**src/rtl/mem_access_stage_if.sv**
```systemverilog
// Data-memory request/acknowledge port of the MEM stage.
// The stage is the master: it presents a latched request and waits for a
// one-cycle acknowledge pulse that also qualifies the read data.
interface mem_access_stage_if #(
    parameter int DATA_W = 64
);
    logic              req;
    logic              we;
    logic [DATA_W-1:0] addr;
    logic [DATA_W-1:0] wdata;
    logic [DATA_W-1:0] rdata;
    logic              ack;

    modport master (
        output req,
        output we,
        output addr,
        output wdata,
        input  rdata,
        input  ack
    );

    modport slave (
        input  req,
        input  we,
        input  addr,
        input  wdata,
        output rdata,
        output ack
    );
endinterface

```
**src/rtl/mem_access_stage.sv**
```systemverilog
// LEGv8 MEM stage: consumes the EX/MEM register, resolves branches,
// runs loads/stores over a variable-latency req/ack data-memory port
// (with a timeout abort), stalls upstream while a memory op is pending
// and drives the registered MEM/WB outputs for writeback.
module mem_access_stage #(
    parameter int DATA_W         = 64,
    parameter int REG_W          = 5,
    parameter int TIMEOUT_CYCLES = 16
) (
    input  logic                 clock,
    input  logic                 reset,
    // EX/MEM inputs
    input  logic [DATA_W-1:0]    add_result,
    input  logic [DATA_W-1:0]    alu_result,
    input  logic                 zero,
    input  logic [DATA_W-1:0]    read2,
    input  logic [REG_W-1:0]     write_reg,
    input  logic                 branch,
    input  logic                 uncBranch,
    input  logic                 memread,
    input  logic                 memwrite,
    input  logic                 regWrite,
    input  logic                 memtoReg,
    // data-memory port (interface DATA_W must match this module's DATA_W)
    mem_access_stage_if.master   dmem,
    // pipeline control
    output logic                 stall,
    output logic                 PCSrc,
    output logic [DATA_W-1:0]    Branch_target,
    output logic                 Mem_error,
    // MEM/WB register
    output logic [DATA_W-1:0]    Read_data,
    output logic [DATA_W-1:0]    Alu_result,
    output logic [REG_W-1:0]     Write_reg,
    output logic                 RegWrite,
    output logic                 MemtoReg,
    output logic                 Valid
);

    // Counter only has to reach TIMEOUT_CYCLES-1; keep at least one bit.
    localparam int CNT_W = (TIMEOUT_CYCLES > 1) ? $clog2(TIMEOUT_CYCLES) : 1;
    localparam logic [CNT_W-1:0] CNT_LAST = CNT_W'(TIMEOUT_CYCLES - 1);

    typedef enum logic [0:0] {
        ST_IDLE = 1'b0,
        ST_WAIT = 1'b1
    } state_t;

    state_t             state_r;
    logic [CNT_W-1:0]   cnt_r;
    logic               req_r;
    logic               we_r;
    logic [DATA_W-1:0]  addr_r;
    logic [DATA_W-1:0]  wdata_r;
    logic               mem_error_r;
    logic [DATA_W-1:0]  read_data_r;

    logic [DATA_W-1:0]  alu_result_r;
    logic [REG_W-1:0]   write_reg_r;
    logic               reg_write_r;
    logic               memto_reg_r;
    logic               valid_r;

    logic               mem_op_s;
    logic               in_wait_s;
    logic               ack_s;
    logic               timeout_s;
    logic               done_s;
    logic               stall_s;
    logic               take_s;

    // Classify the current cycle: pending memory op, ack seen, timeout reached.
    // An ack outside WAIT is meaningless and is masked here.
    always_comb begin
        mem_op_s  = memread | memwrite;
        in_wait_s = (state_r == ST_WAIT);
        ack_s     = in_wait_s & dmem.ack;
        if (in_wait_s && (cnt_r == CNT_LAST)) begin
            timeout_s = 1'b1;
        end else begin
            timeout_s = 1'b0;
        end
        done_s = ack_s | timeout_s;
    end

    // Stall upstream until the memory op completes; branches only redirect
    // the PC in the cycle the instruction actually leaves this stage.
    always_comb begin
        stall_s = mem_op_s & ~done_s;
        take_s  = (uncBranch | (branch & zero)) & ~stall_s;
    end

    // Memory access FSM: latch the request in IDLE, hold it in WAIT until
    // ack (wins over timeout) or timeout abort; result lands in Read_data.
    always_ff @(posedge clock) begin
        if (reset) begin
            state_r     <= ST_IDLE;
            cnt_r       <= {CNT_W{1'b0}};
            req_r       <= 1'b0;
            we_r        <= 1'b0;
            addr_r      <= {DATA_W{1'b0}};
            wdata_r     <= {DATA_W{1'b0}};
            mem_error_r <= 1'b0;
            read_data_r <= {DATA_W{1'b0}};
        end else begin
            case (state_r)
                ST_IDLE: begin
                    cnt_r <= {CNT_W{1'b0}};
                    if (mem_op_s) begin
                        // load+store together is handled as a store
                        state_r <= ST_WAIT;
                        req_r   <= 1'b1;
                        we_r    <= memwrite;
                        addr_r  <= alu_result;
                        wdata_r <= read2;
                    end else begin
                        state_r <= ST_IDLE;
                        req_r   <= 1'b0;
                    end
                end
                ST_WAIT: begin
                    if (dmem.ack) begin
                        read_data_r <= we_r ? {DATA_W{1'b0}} : dmem.rdata;
                        req_r       <= 1'b0;
                        cnt_r       <= {CNT_W{1'b0}};
                        state_r     <= ST_IDLE;
                    end else if (timeout_s) begin
                        mem_error_r <= 1'b1;
                        read_data_r <= {DATA_W{1'b0}};
                        req_r       <= 1'b0;
                        cnt_r       <= {CNT_W{1'b0}};
                        state_r     <= ST_IDLE;
                    end else begin
                        cnt_r   <= cnt_r + {{(CNT_W-1){1'b0}}, 1'b1};
                        state_r <= ST_WAIT;
                    end
                end
                default: begin
                    state_r <= ST_IDLE;
                    req_r   <= 1'b0;
                    cnt_r   <= {CNT_W{1'b0}};
                end
            endcase
        end
    end

    // MEM/WB register: advance when not stalled, otherwise insert a bubble
    // (RegWrite/Valid cleared, payload fields held).
    always_ff @(posedge clock) begin
        if (reset) begin
            alu_result_r <= {DATA_W{1'b0}};
            write_reg_r  <= {REG_W{1'b0}};
            reg_write_r  <= 1'b0;
            memto_reg_r  <= 1'b0;
            valid_r      <= 1'b0;
        end else if (!stall_s) begin
            alu_result_r <= alu_result;
            write_reg_r  <= write_reg;
            reg_write_r  <= regWrite;
            memto_reg_r  <= memtoReg;
            valid_r      <= 1'b1;
        end else begin
            reg_write_r  <= 1'b0;
            valid_r      <= 1'b0;
        end
    end

    assign dmem.req      = req_r;
    assign dmem.we       = we_r;
    assign dmem.addr     = addr_r;
    assign dmem.wdata    = wdata_r;

    assign stall         = stall_s;
    assign PCSrc         = take_s;
    assign Branch_target = add_result;
    assign Mem_error     = mem_error_r;

    assign Read_data     = read_data_r;
    assign Alu_result    = alu_result_r;
    assign Write_reg     = write_reg_r;
    assign RegWrite      = reg_write_r;
    assign MemtoReg      = memto_reg_r;
    assign Valid         = valid_r;

endmodule
```
**src/flat_wrapper.sv**
```systemverilog
// flat-port wrapper written by rule: the top's interface ports become plain ports
module mem_access_stage_flat 
#(
    parameter int DATA_W         = 64,
    parameter int REG_W          = 5,
    parameter int TIMEOUT_CYCLES = 16
)
  (clock, reset, add_result, alu_result, zero, read2, write_reg, branch, uncBranch, memread, memwrite, regWrite, memtoReg, stall, PCSrc, Branch_target, Mem_error, Read_data, Alu_result, Write_reg, RegWrite, MemtoReg, Valid, dmem_req, dmem_we, dmem_addr, dmem_wdata, dmem_rdata, dmem_ack);
  mem_access_stage_if #(.DATA_W(DATA_W)) dmem_i ();
  input  logic clock;
  input  logic reset;
  input  logic [DATA_W-1:0] add_result;
  input  logic [DATA_W-1:0] alu_result;
  input  logic zero;
  input  logic [DATA_W-1:0] read2;
  input  logic [REG_W-1:0] write_reg;
  input  logic branch;
  input  logic uncBranch;
  input  logic memread;
  input  logic memwrite;
  input  logic regWrite;
  input  logic memtoReg;
  output logic stall;
  output logic PCSrc;
  output logic [DATA_W-1:0] Branch_target;
  output logic Mem_error;
  output logic [DATA_W-1:0] Read_data;
  output logic [DATA_W-1:0] Alu_result;
  output logic [REG_W-1:0] Write_reg;
  output logic RegWrite;
  output logic MemtoReg;
  output logic Valid;
  output wire logic [$bits(dmem_i.req)-1:0] dmem_req;
  output wire logic [$bits(dmem_i.we)-1:0] dmem_we;
  output wire logic [$bits(dmem_i.addr)-1:0] dmem_addr;
  output wire logic [$bits(dmem_i.wdata)-1:0] dmem_wdata;
  input wire logic [$bits(dmem_i.rdata)-1:0] dmem_rdata;
  input wire logic [$bits(dmem_i.ack)-1:0] dmem_ack;
  assign dmem_req = dmem_i.req;
  assign dmem_we = dmem_i.we;
  assign dmem_addr = dmem_i.addr;
  assign dmem_wdata = dmem_i.wdata;
  assign dmem_i.rdata = dmem_rdata;
  assign dmem_i.ack = dmem_ack;
  mem_access_stage #(.DATA_W(DATA_W), .REG_W(REG_W), .TIMEOUT_CYCLES(TIMEOUT_CYCLES)) u_core (.clock(clock), .reset(reset), .add_result(add_result), .alu_result(alu_result), .zero(zero), .read2(read2), .write_reg(write_reg), .branch(branch), .uncBranch(uncBranch), .memread(memread), .memwrite(memwrite), .regWrite(regWrite), .memtoReg(memtoReg), .dmem(dmem_i), .stall(stall), .PCSrc(PCSrc), .Branch_target(Branch_target), .Mem_error(Mem_error), .Read_data(Read_data), .Alu_result(Alu_result), .Write_reg(Write_reg), .RegWrite(RegWrite), .MemtoReg(MemtoReg), .Valid(Valid));
endmodule
```
**config.mk**
```make
export PLATFORM = sky130hd
export DESIGN_NAME = mem_access_stage_flat
export DESIGN_NICKNAME = d
export VERILOG_FILES = /design/src/rtl/mem_access_stage_if.sv /design/src/rtl/mem_access_stage.sv /design/src/flat_wrapper.sv
export SDC_FILE = /design/constraint.sdc
export NUM_CORES = 1
export LEC_CHECK = 0
export CORE_AREA = 2 2 238 240
export CTS_CLUSTER_SIZE = 28
export DETAILED_ROUTE_END_ITERATION = 6
export DIE_AREA = 0 0 240 242
export SYNTH_ARGS = -nofsm -noshare
export SYNTH_HDL_FRONTEND = slang
export SYNTH_SLANG_ARGS = --single-unit
```
**constraint.sdc**
```tcl
create_clock -name clock -period 2.4 [get_ports clock]
set_clock_uncertainty 0.2 [all_clocks]
set_input_delay 0.48 -clock clock [delete_from_list [all_inputs] [get_ports clock]]
set_output_delay 0.48 -clock clock [all_outputs]
set_load 0.005 [all_outputs]
```
-- Word level (Yosys, flattened, before mapping)
Cells that the tools add are included.
W data, S select, Z words.
- add/sub/neg operators: 1
- equality and inequality tests: 2
- muxes and demuxes: 15
- bitwise operators: 11
- reductions and logical operators: 6
- operators with widths (operator ; count):
    $mux W64 ; 3
    $mux W4 ; 2
    $pmux W4 S2 ; 1
    $mux W1 ; 7
    $add A4 B1 Y4 const B ; 1
    $and A1 B1 Y1 ; 4
    $eq A4 B4 Y1 const B ; 1
    $not A1 Y1 ; 4
    $pmux W1 S2 ; 2
    $reduce_and A2 Y1 ; 2
    $ne A3 B3 Y1 const B ; 1
    $or A1 B1 Y1 ; 3
    $reduce_and A3 Y1 ; 1
    $reduce_bool A2 Y1 ; 1
    $reduce_or A2 Y1 ; 1
    $logic_and A1 B1 Y1 ; 1
- register bits: 272
- bits of input ports: 271
- output and inout bits: 333
- word-level logic and storage cells: 48

-- Longest topological paths before layout
Gate-level depths: netlist of the first run.
- depth after elaboration: 8
- mapped depth: 6
- gate-level depth less buffers: 4

-- Least setup slack after synthesis of the first run
OpenSTA, ideal clock, no wires.
- path type: flip-flop to output port
- start point: reg u_core.cnt_r[0]
- end point: out PCSrc
- arrival time: 1.400 ns
- data required time: 1.720 ns
- path slack: 0.320 ns
- cell stages (with the launch flop): 7
- buffers on the path: 2
- cells stage by stage: dfxtp_1 -> ha_1 -> and4_1 -> a211oi_1 -> buf_4 -> buf_6 -> nor2_1
- cells in the longest elaborated chain, start to end: 8
- RTL lines (item ; line ; RTL):
    start: declaration ; mem_access_stage.sv:50 ; logic [CNT_W-1:0] cnt_r;
    start signal: assignment ; mem_access_stage.sv:98 ; cnt_r <= {CNT_W{1'b0}};
    start signal: assignment ; mem_access_stage.sv:108 ; cnt_r <= {CNT_W{1'b0}};
    start signal: assignment ; mem_access_stage.sv:125 ; cnt_r <= {CNT_W{1'b0}};
    $eq A4 B4 Y1 ; mem_access_stage.sv:78 ; if (in_wait_s && (cnt_r == CNT_LAST)) begin
    $logic_and A1 B1 Y1 ; mem_access_stage.sv:78 ;
    $mux W1 ; mem_access_stage.sv:78 ;
    $or A1 B1 Y1 ; mem_access_stage.sv:83 ; done_s = ack_s | timeout_s;
    $not A1 Y1 ; mem_access_stage.sv:89 ; stall_s = mem_op_s & ~done_s;
    $and A1 B1 Y1 ; mem_access_stage.sv:89 ;
    net stall ; flat_wrapper.sv:23 ; output logic stall;
    $not A1 Y1 ; mem_access_stage.sv:90 ; take_s = (uncBranch | (branch & zero)) & ~stall_s;
    $and A1 B1 Y1 ; mem_access_stage.sv:90 ;
    end: declaration ; flat_wrapper.sv:24 ; output logic PCSrc;
The timed path passes the listed nets, and every way through them passes these cells.

-- Worst setup path in the final report of the first run
- start point: reg u_core.cnt_r[0]
- end point: out stall
- cells in the longest elaborated chain, start to end: 6
- RTL lines (item ; line):
    $eq A4 B4 Y1 ; mem_access_stage.sv:78
    $logic_and A1 B1 Y1 ; mem_access_stage.sv:78
    $mux W1 ; mem_access_stage.sv:78
    $or A1 B1 Y1 ; mem_access_stage.sv:83
    $not A1 Y1 ; mem_access_stage.sv:89
    $and A1 B1 Y1 ; mem_access_stage.sv:89
    end: declaration ; flat_wrapper.sv:23
Every way passes these cells.

==> results.md, run 1 <==
- First-pass GRT wire length: around 51,000 um
- DRC viols: 0
- Register area share after synthesis: roughly 53%
- Final nets: roughly 1,800
- Antenna violations before repair: 1
- DIE AREA: around 58,000 um^2
- H-tree levels: 1
- Vias/cell: between 3 and 4
- Worst r2r dst: u_core.Alu_result[14]
- Leak pwr: 6.42 nW
- Minimum clock period: 2460 ps
- Async set-reset flop share out of synthesis: 0%
- Critical Path AT: between 1500 and 2000 ps
- Number of routed nets with antenna violations: 0
- Pwr/cell area: slightly above 700 nW/um^2
- Initial Util: a little under a fifth
- Most common cell in the synthesized netlist: dfxtp_1
- Congestion Overflow GR: 0
- HPWL after detailed placement: roughly 25,000 um
- Fin Hold WS: 56.0 ps
- Largest area contributor in the netlist: dfxtp_1
- Mux contribution to synthesized area: 6.91%
- Post-synthesis compound-gate area fraction: 12.3%
- Total power: 11.8 mW
- CP cell instances: ha_2 > and4_4 > a211oi_4 > buf_12 > buf_6 > buf_6
- Worst-Margin Slew: 388 ps
- CP max FO: 3
- Max Cap Viol: 0
- Setup slack, reg-to-reg: approximately 380 ps
- Clock Latency Late Sink: 560 ps
- Most frequent CP cell: buf_6
- Via count: ~9,000
- Io pins: between 600 and 700
- Area of the multi-input gates: 3990 um^2
- Status: complete, but fails checks
- Number of port buffers: roughly 480
- Gate Count Post-Synth: ~1,100
- Failing checks: setup timing
- Final worst-path cycle share: 103%
- Largest family of logic cells by synthesized area: simple AND/OR/NAND/NOR gates
- Core area: 55,700 um^2
- Number of enable flip-flop cells after synthesis: 0
- Synth-to-layout area growth: 62.3%
- CTS tree: built
- CTS root buf: clkbuf_16
- Routed length per instance: 15.0 um
- Number of diodes: 0
- Syn avg cell area: 9.31 um^2
- RSZ-0062 raised after global routing: true
- Min-delay worst type: input port to flop
- Pre-CTS WS: -348 ps
- Max transition margin: 74.1%
- Reg area: ~5400 um^2
- Largest vdd supply drop: between 0.5 and 0.6 mV
- Vias in the first global route: 9,109
- Post-synth top area share: 52.9%
- Final WL: 34,300 um
- FF-to-FF Start: u_core.cnt_r[0]
- Post-synthesis xor/xnor area fraction: less than 1%
- Final Max Tran Viols: 0
- Fillers: 5,761
- DR pass1 iterations: 4
- Synth warnings: 0
- Synth top area cells: dfxtp_1, nand2_1, nand2b_1
- GRT Total Usage: 11.0%
- CTS max path bufs: 3
- Crit-path slowest cell: dfxtp_2
- Setup crit end kind: output pin
- Post-Synth Adder-Cell Area: 0.122%
- Syn Nets: 1,377
- Synth Area in Simple Gates: 18.8%
- Clock transition at path regs: 60 ps
- Dominant synthesized flop cell: dfxtp_1
- Yosys cell types: 31
- Synthesized flop and latch total: roughly 270
- Final setup fails: 2
- Die X: 240 um
- Hold Startpoint: reset
- Non-Filler Instances: 2,290
- Final cell utilization of the core: 30.0%
- Die Ht: ~240 um
- CP Launch Point: u_core.cnt_r[0]
- Register-to-Register Path Depth: 7
- Worst setup margin: -63.6 ps
- CTS Buf Count: 31
- Largest net degree at the start of global routing: 87
- Synth top cells by count: dfxtp_1, nand2_1, nand2b_1
- WP data required: approximately 1700 ps
- Highest Clock Rate: 406 MHz
- Share of post-route cells with drive strength above 1: 6.91%
- Row count: 87
- Netlist Area Pre-Place: 10,300 um^2
- Crit path largest cell delay: 320 ps
- DRT iter0 DRCs: 283
- Worst Setup EP: stall
- Final hold vios: 0
- Gp weighted congestion: 0.776
- Crit start category: flop
- Total clock sinks: roughly 270
- Setup CP Type: flop to output pin
- Placed Cells: 2,231
==> layout by cell type, fill, tap and decap left out, types with 3 or more instances in the layout <==
| cell type | netlist | layout |
|---|---|---|
| a22o_1 | 64 | 64 |
| buf_4 | 71 | 27 |
| clkinvlp_4 | 0 | 3 |
| clkbuf_1 | 26 | 4 |
| clkbuf_16 | 0 | 31 |
| clkbuf_8 | 0 | 14 |
| nand2b_1 | 141 | 141 |
| a21oi_1 | 129 | 129 |
| buf_6 | 6 | 3 |
| nor2_1 | 8 | 8 |
| mux2i_1 | 71 | 71 |
| nand2_1 | 256 | 256 |
| buf_12 | 0 | 13 |
| dfxtp_1 | 272 | 270 |
| clkinv_2 | 0 | 3 |
| clkdlybuf4s50_1 | 0 | 472 |
==> per-stage QoR <==
step	TNS [ps]	instance area (um^2)
floorplan	0	10300
global placement	-1760	15600
detailed placement	-2240	15600
CTS	-303	16700
global route	-272	16700
finish	-97.6	16700
==> critical path: cells and delay by family, from the launching register on <==
family | cells | cell delay, ps
buffers and inverters | 3 | 340
flip-flops | 1 | 320
AND/OR/NAND/NOR | 1 | 200
AO/OA/AOI/OAI | 1 | 200
adder cells (fa/ha/maj) | 1 | 180
==> worst min-delay path by stage <==
stage,slack [ps],cells past startpoint,end
after global placement,240,2,u_core.dmem.wdata[63]
after detailed placement,250,2,u_core.dmem.addr[9]
after floorplan,220,1,u_core.cnt_r[0]
after CTS,3,2,u_core.dmem.addr[51]
after global routing,50,2,u_core.dmem.wdata[2]
final,60,2,u_core.dmem.wdata[2]
==> power by group <==
group | internal (mW) | switching, mW
clock network | 3.00 | 1.92
registers | 4.82 | 0.160
logic | 1.14 | 0.773
==> final cells by class <==
type | instances | share of cell area [%]
tap | 756 | 5.67
clock inverter | 8 | 0.585
clock buffer | 49 | 5.89
timing repair buffer | 516 | 31.3
sequential | 272 | 32.6
multi-input combinational | 688 | 23.9
inverter | 1 | 0.0225
==> per-layer routing <==
metal  wire (um)  GRT usage, %  vias to the layer above
li1            -             -                     4383
met1       13000          11.8                     4172
met2       16100          19.1                      413
met3        3880          4.69                       76
met4        1350          4.31                        2
met5          13             0                        -
==> kinds of logic after synthesis <==
| kind of cell | Yosys count |
|---|---|
| AO/OA/AOI/OAI | 200 |
| adder cells (fa/ha/maj) | 1 |
| multiplexers | 71 |
| buffers and inverters | 145 |
| XOR/XNOR | 2 |
| AND/OR/NAND/NOR | 414 |
| flip-flops | 272 |
==> timing repair <==
| action | CTS | global route |
|---|---|---|
| pin swaps | 1 | 1 |
| endpoints found under the setup margin | 2 | 2 |
| setup buffers | 2 | 0 |
| resized for setup | 15 | 1 |
| hold buffers | 0 | 0 |
Power figures use the tool's default switching activity.
==> run 2, diff against run 1 <==
==> constraint.sdc (replaced) <==
create_clock -name clock -period 2.5 [get_ports clock]
set_clock_uncertainty 0.2 [all_clocks]
set_input_delay 0.5 -clock clock [delete_from_list [all_inputs] [get_ports clock]]
set_output_delay 0.5 -clock clock [all_outputs]
set_load 0.005 [all_outputs]
==> run 2 against run 1 <==
The run now ends clean; combinational power is 4% lower; sequential share of layout area is 0.15 points lower; sequential cell count stayed put; power is 0.75% lower; register-to-register slack worse by 110 ps; first-iteration DRC count is 12% lower; count of clock-buffer cells in the layout is 6 higher; non-clock buffer count stayed put; wire length is 1.9% higher; largest cell class unchanged.
==> results.md, run 2 (synthesis gave the netlist of run 1 again) <==
- Pint: 8.86 mW (-0.97%)
- Final WL: 35,000 um (+1.9%)
- Switching Share: 24.3% (+0.16 points)
- Row count: 87 (unchanged)
- Share of post-route cells with drive strength above 1: 7.09% (+0.18 points)
- DRC viols: 0 (unchanged)
- Core area: 55,700 um^2 (unchanged)
- Initial Util: 18.5% (unchanged)
- Routed length per instance: 15.2 um (+1.7%)
- Clock power frac: 43.6% (+1.9 points)
- Leak pwr: 6.46 nW (+0.67%)
- Worst-Margin Slew: 627 ps (+239 ps)
- Hold Path Depth: 2 (unchanged)
- Switching power: 2.85 mW (about the same)
- CTS root buf: clkbuf_16
- CTS tree: built
- WP data required: 1800 ps (+80 ps)
- Gate power share: 15.6% (-0.6 points)
- Largest vdd supply drop: 0.418 mV (-19%)
- Final Max Tran Viols: 0 (unchanged)
- Final setup fails: 0 (-2)
- CP max FO: 3 (unchanged)
- Synth-to-layout area growth: 63.0%
- Min-delay worst type: input port to flop
- CP cell instances: ha_4 > and4_4 > a211oi_4 > buf_12 > nor2_2 > buf_2
- Buf/Inv on CP: 2 (-1)
- Final nets: 1,786 (+0.22%)
- DR pass1 iterations: 4 (unchanged)
- Post-route cell area: 16,800 um^2 (+0.45%)
- Status: finished clean
- CTS max path bufs: 3 (unchanged)
- H-tree levels: 2 (+1)
- Max Cap Viol: 0 (unchanged)
- DRT iter0 DRCs: 248 (-12%)
- Register-to-Register Path Depth: 7 (unchanged)
- Final cell utilization of the core: 30.1% (+0.13 points)
- Setup_tns: 0 ps (+97.6 ps)
- Largest net degree at the start of global routing: 87 (unchanged)
- Commonest cells after routing, fill and taps aside: clkdlybuf4s50_1, dfxtp_1, nand2_1
- Flop pwr share: 40.8% (-1.4 points)
- Crit-path slowest cell: dfxtp_2
- GRT Total Usage: 11.4% (+0.36 points)
- Cts hold-fix bufs: 0 (unchanged)
- RSZ-0062 raised after global routing: false
- Clock Latency Late Sink: 520 ps (-40 ps)
- Minimum clock period: 2410 ps
- Die X: 240 um (unchanged)
- Area post-placement: 15,600 um^2 (-0.16%)
- CTS Buf Count: 35 (+13%)
- Final worst-path cycle share: a little over nine tenths
- Congestion Overflow GR: 0 (unchanged)
- Most common cell after layout, fill and taps aside: clkdlybuf4s50_1
- HPWL after detailed placement: 25,400 um (+0.28%)
- Levels on crit path: 6 (unchanged)
- DIE AREA: 58,100 um^2 (unchanged)
- Antenna violations before repair: 1 (unchanged)
- Die Ht: 242 um (unchanged)
- Family with the most delay on the worst path: flip-flops
- Number of routed nets with antenna violations: 0 (unchanged)
- First-pass GRT wire length: 51,800 um (+1.4%)
- Highest Clock Rate: ~410 MHz
- Io pins: 604 (unchanged)
- Critical Path AT: 1710 ps (-70 ps)
- Number of port buffers: 475 (unchanged)
- Gp weighted congestion: 0.793 (+2.2%)
- Crit path largest cell delay: 330 ps (about the same)
- Setup crit end kind: output pin
- Vias in the first global route: 9,101 (-0.088%)
- Number of diodes: 0 (unchanged)
- Setup CP Type: flop to output pin
- Total clock sinks: 272 (unchanged)
- Final hold vios: 0 (unchanged)
- Max transition margin: 58.2% (-16 points)
- Clock transition at path regs: 60 ps (about the same)
- Crit start category: flop
- Via count: 9,102 (+0.62%)
- Vias/cell: 3.97 (+0.44%)
- Pwr/cell area: 699 nW/um^2 (-1.2%)
==> run 2: cell count changes in the layout (fill, tap and decap cells not counted) <==
cell	delta
clkinvlp_4	-3
nor2_2	+1
nor2_1	-1
buf_6	-2
buf_4	+4
inv_6	+1
bufinv_16	-1
clkbuf_8	-2
clkbuf_1	+2
ha_4	+1
ha_2	-1
buf_12	-2
clkinv_4	+1
clkbuf_16	+6
==> run 2: layer usage <==
| layer | track usage (%) | up-vias | wire length [um] |
|---|---|---|---|
| li1 | - | 4389 | - |
| met1 | 12.2 | 4199 | 13700 |
| met2 | 19.2 | 421 | 16000 |
| met3 | 4.69 | 91 | 3750 |
| met4 | 5.72 | 2 | 1500 |
| met5 | 0 | - | 11 |
==> run 2: timing repair <==
action,4_1_cts,5_1_grt
pin swaps,1,1
endpoints found under the setup margin,2,2
setup buffers,2,0
gates resized for setup,16,0
==> run 2: worst paths after layout <==
path	from	to	slack, ps
setup / recovery	u_core.cnt_r[1]	PCSrc	90
setup reg to reg	u_core.cnt_r[1]	u_core.Write_reg[0]	270
hold reg to reg	u_core.dmem.addr[12]	u_core.dmem.addr[12]	250
hold / removal	reset	u_core.dmem.addr[42]	140
==> run 2: worst reg2reg max path: stages, from the launching register on <==
cell and delay, ps:
dfxtp_2 330, ha_4 150, and4_4 200, a211oi_4 200, buf_12 150, buf_4 120, buf_4 510, mux2i_1 300
==> run 2: power groups by stage <==
stage | clock [mW] | sequential, mW | combinational (mW)
after floorplan | 0 | 4.88 | 0.710
after global placement | 0 | 4.86 | 1.83
after detailed placement | 0 | 4.87 | 1.85
after CTS | 5.32 | 4.78 | 1.85
after global routing | 5.48 | 4.81 | 1.98
final | 5.11 | 4.78 | 1.83
==> run 2: layout make-up <==
cell class                      instances  area, um^2
Inverter                                1        3.75
Timing Repair Buffer                  516        5190
Sequential cell                       272        5450
Fill cell                            5842       39000
Clock buffer                           55        1110
Tap cell                              756         946
Clock inverter                          6        62.6
Multi-Input combinational cell        688        4000
==> run 2: per-stage QoR <==
step                hold WS, ps  instances  total power, mW  setup slack [ps]
floorplan                   218       1105             5.59               400
global placement            228       2231             6.69              -305
detailed placement          244       2231             6.72              -312
CTS                         110       2294             12.0             -22.4
global route                153       2294             12.3              9.18
finish                      142       2294             11.7              87.7
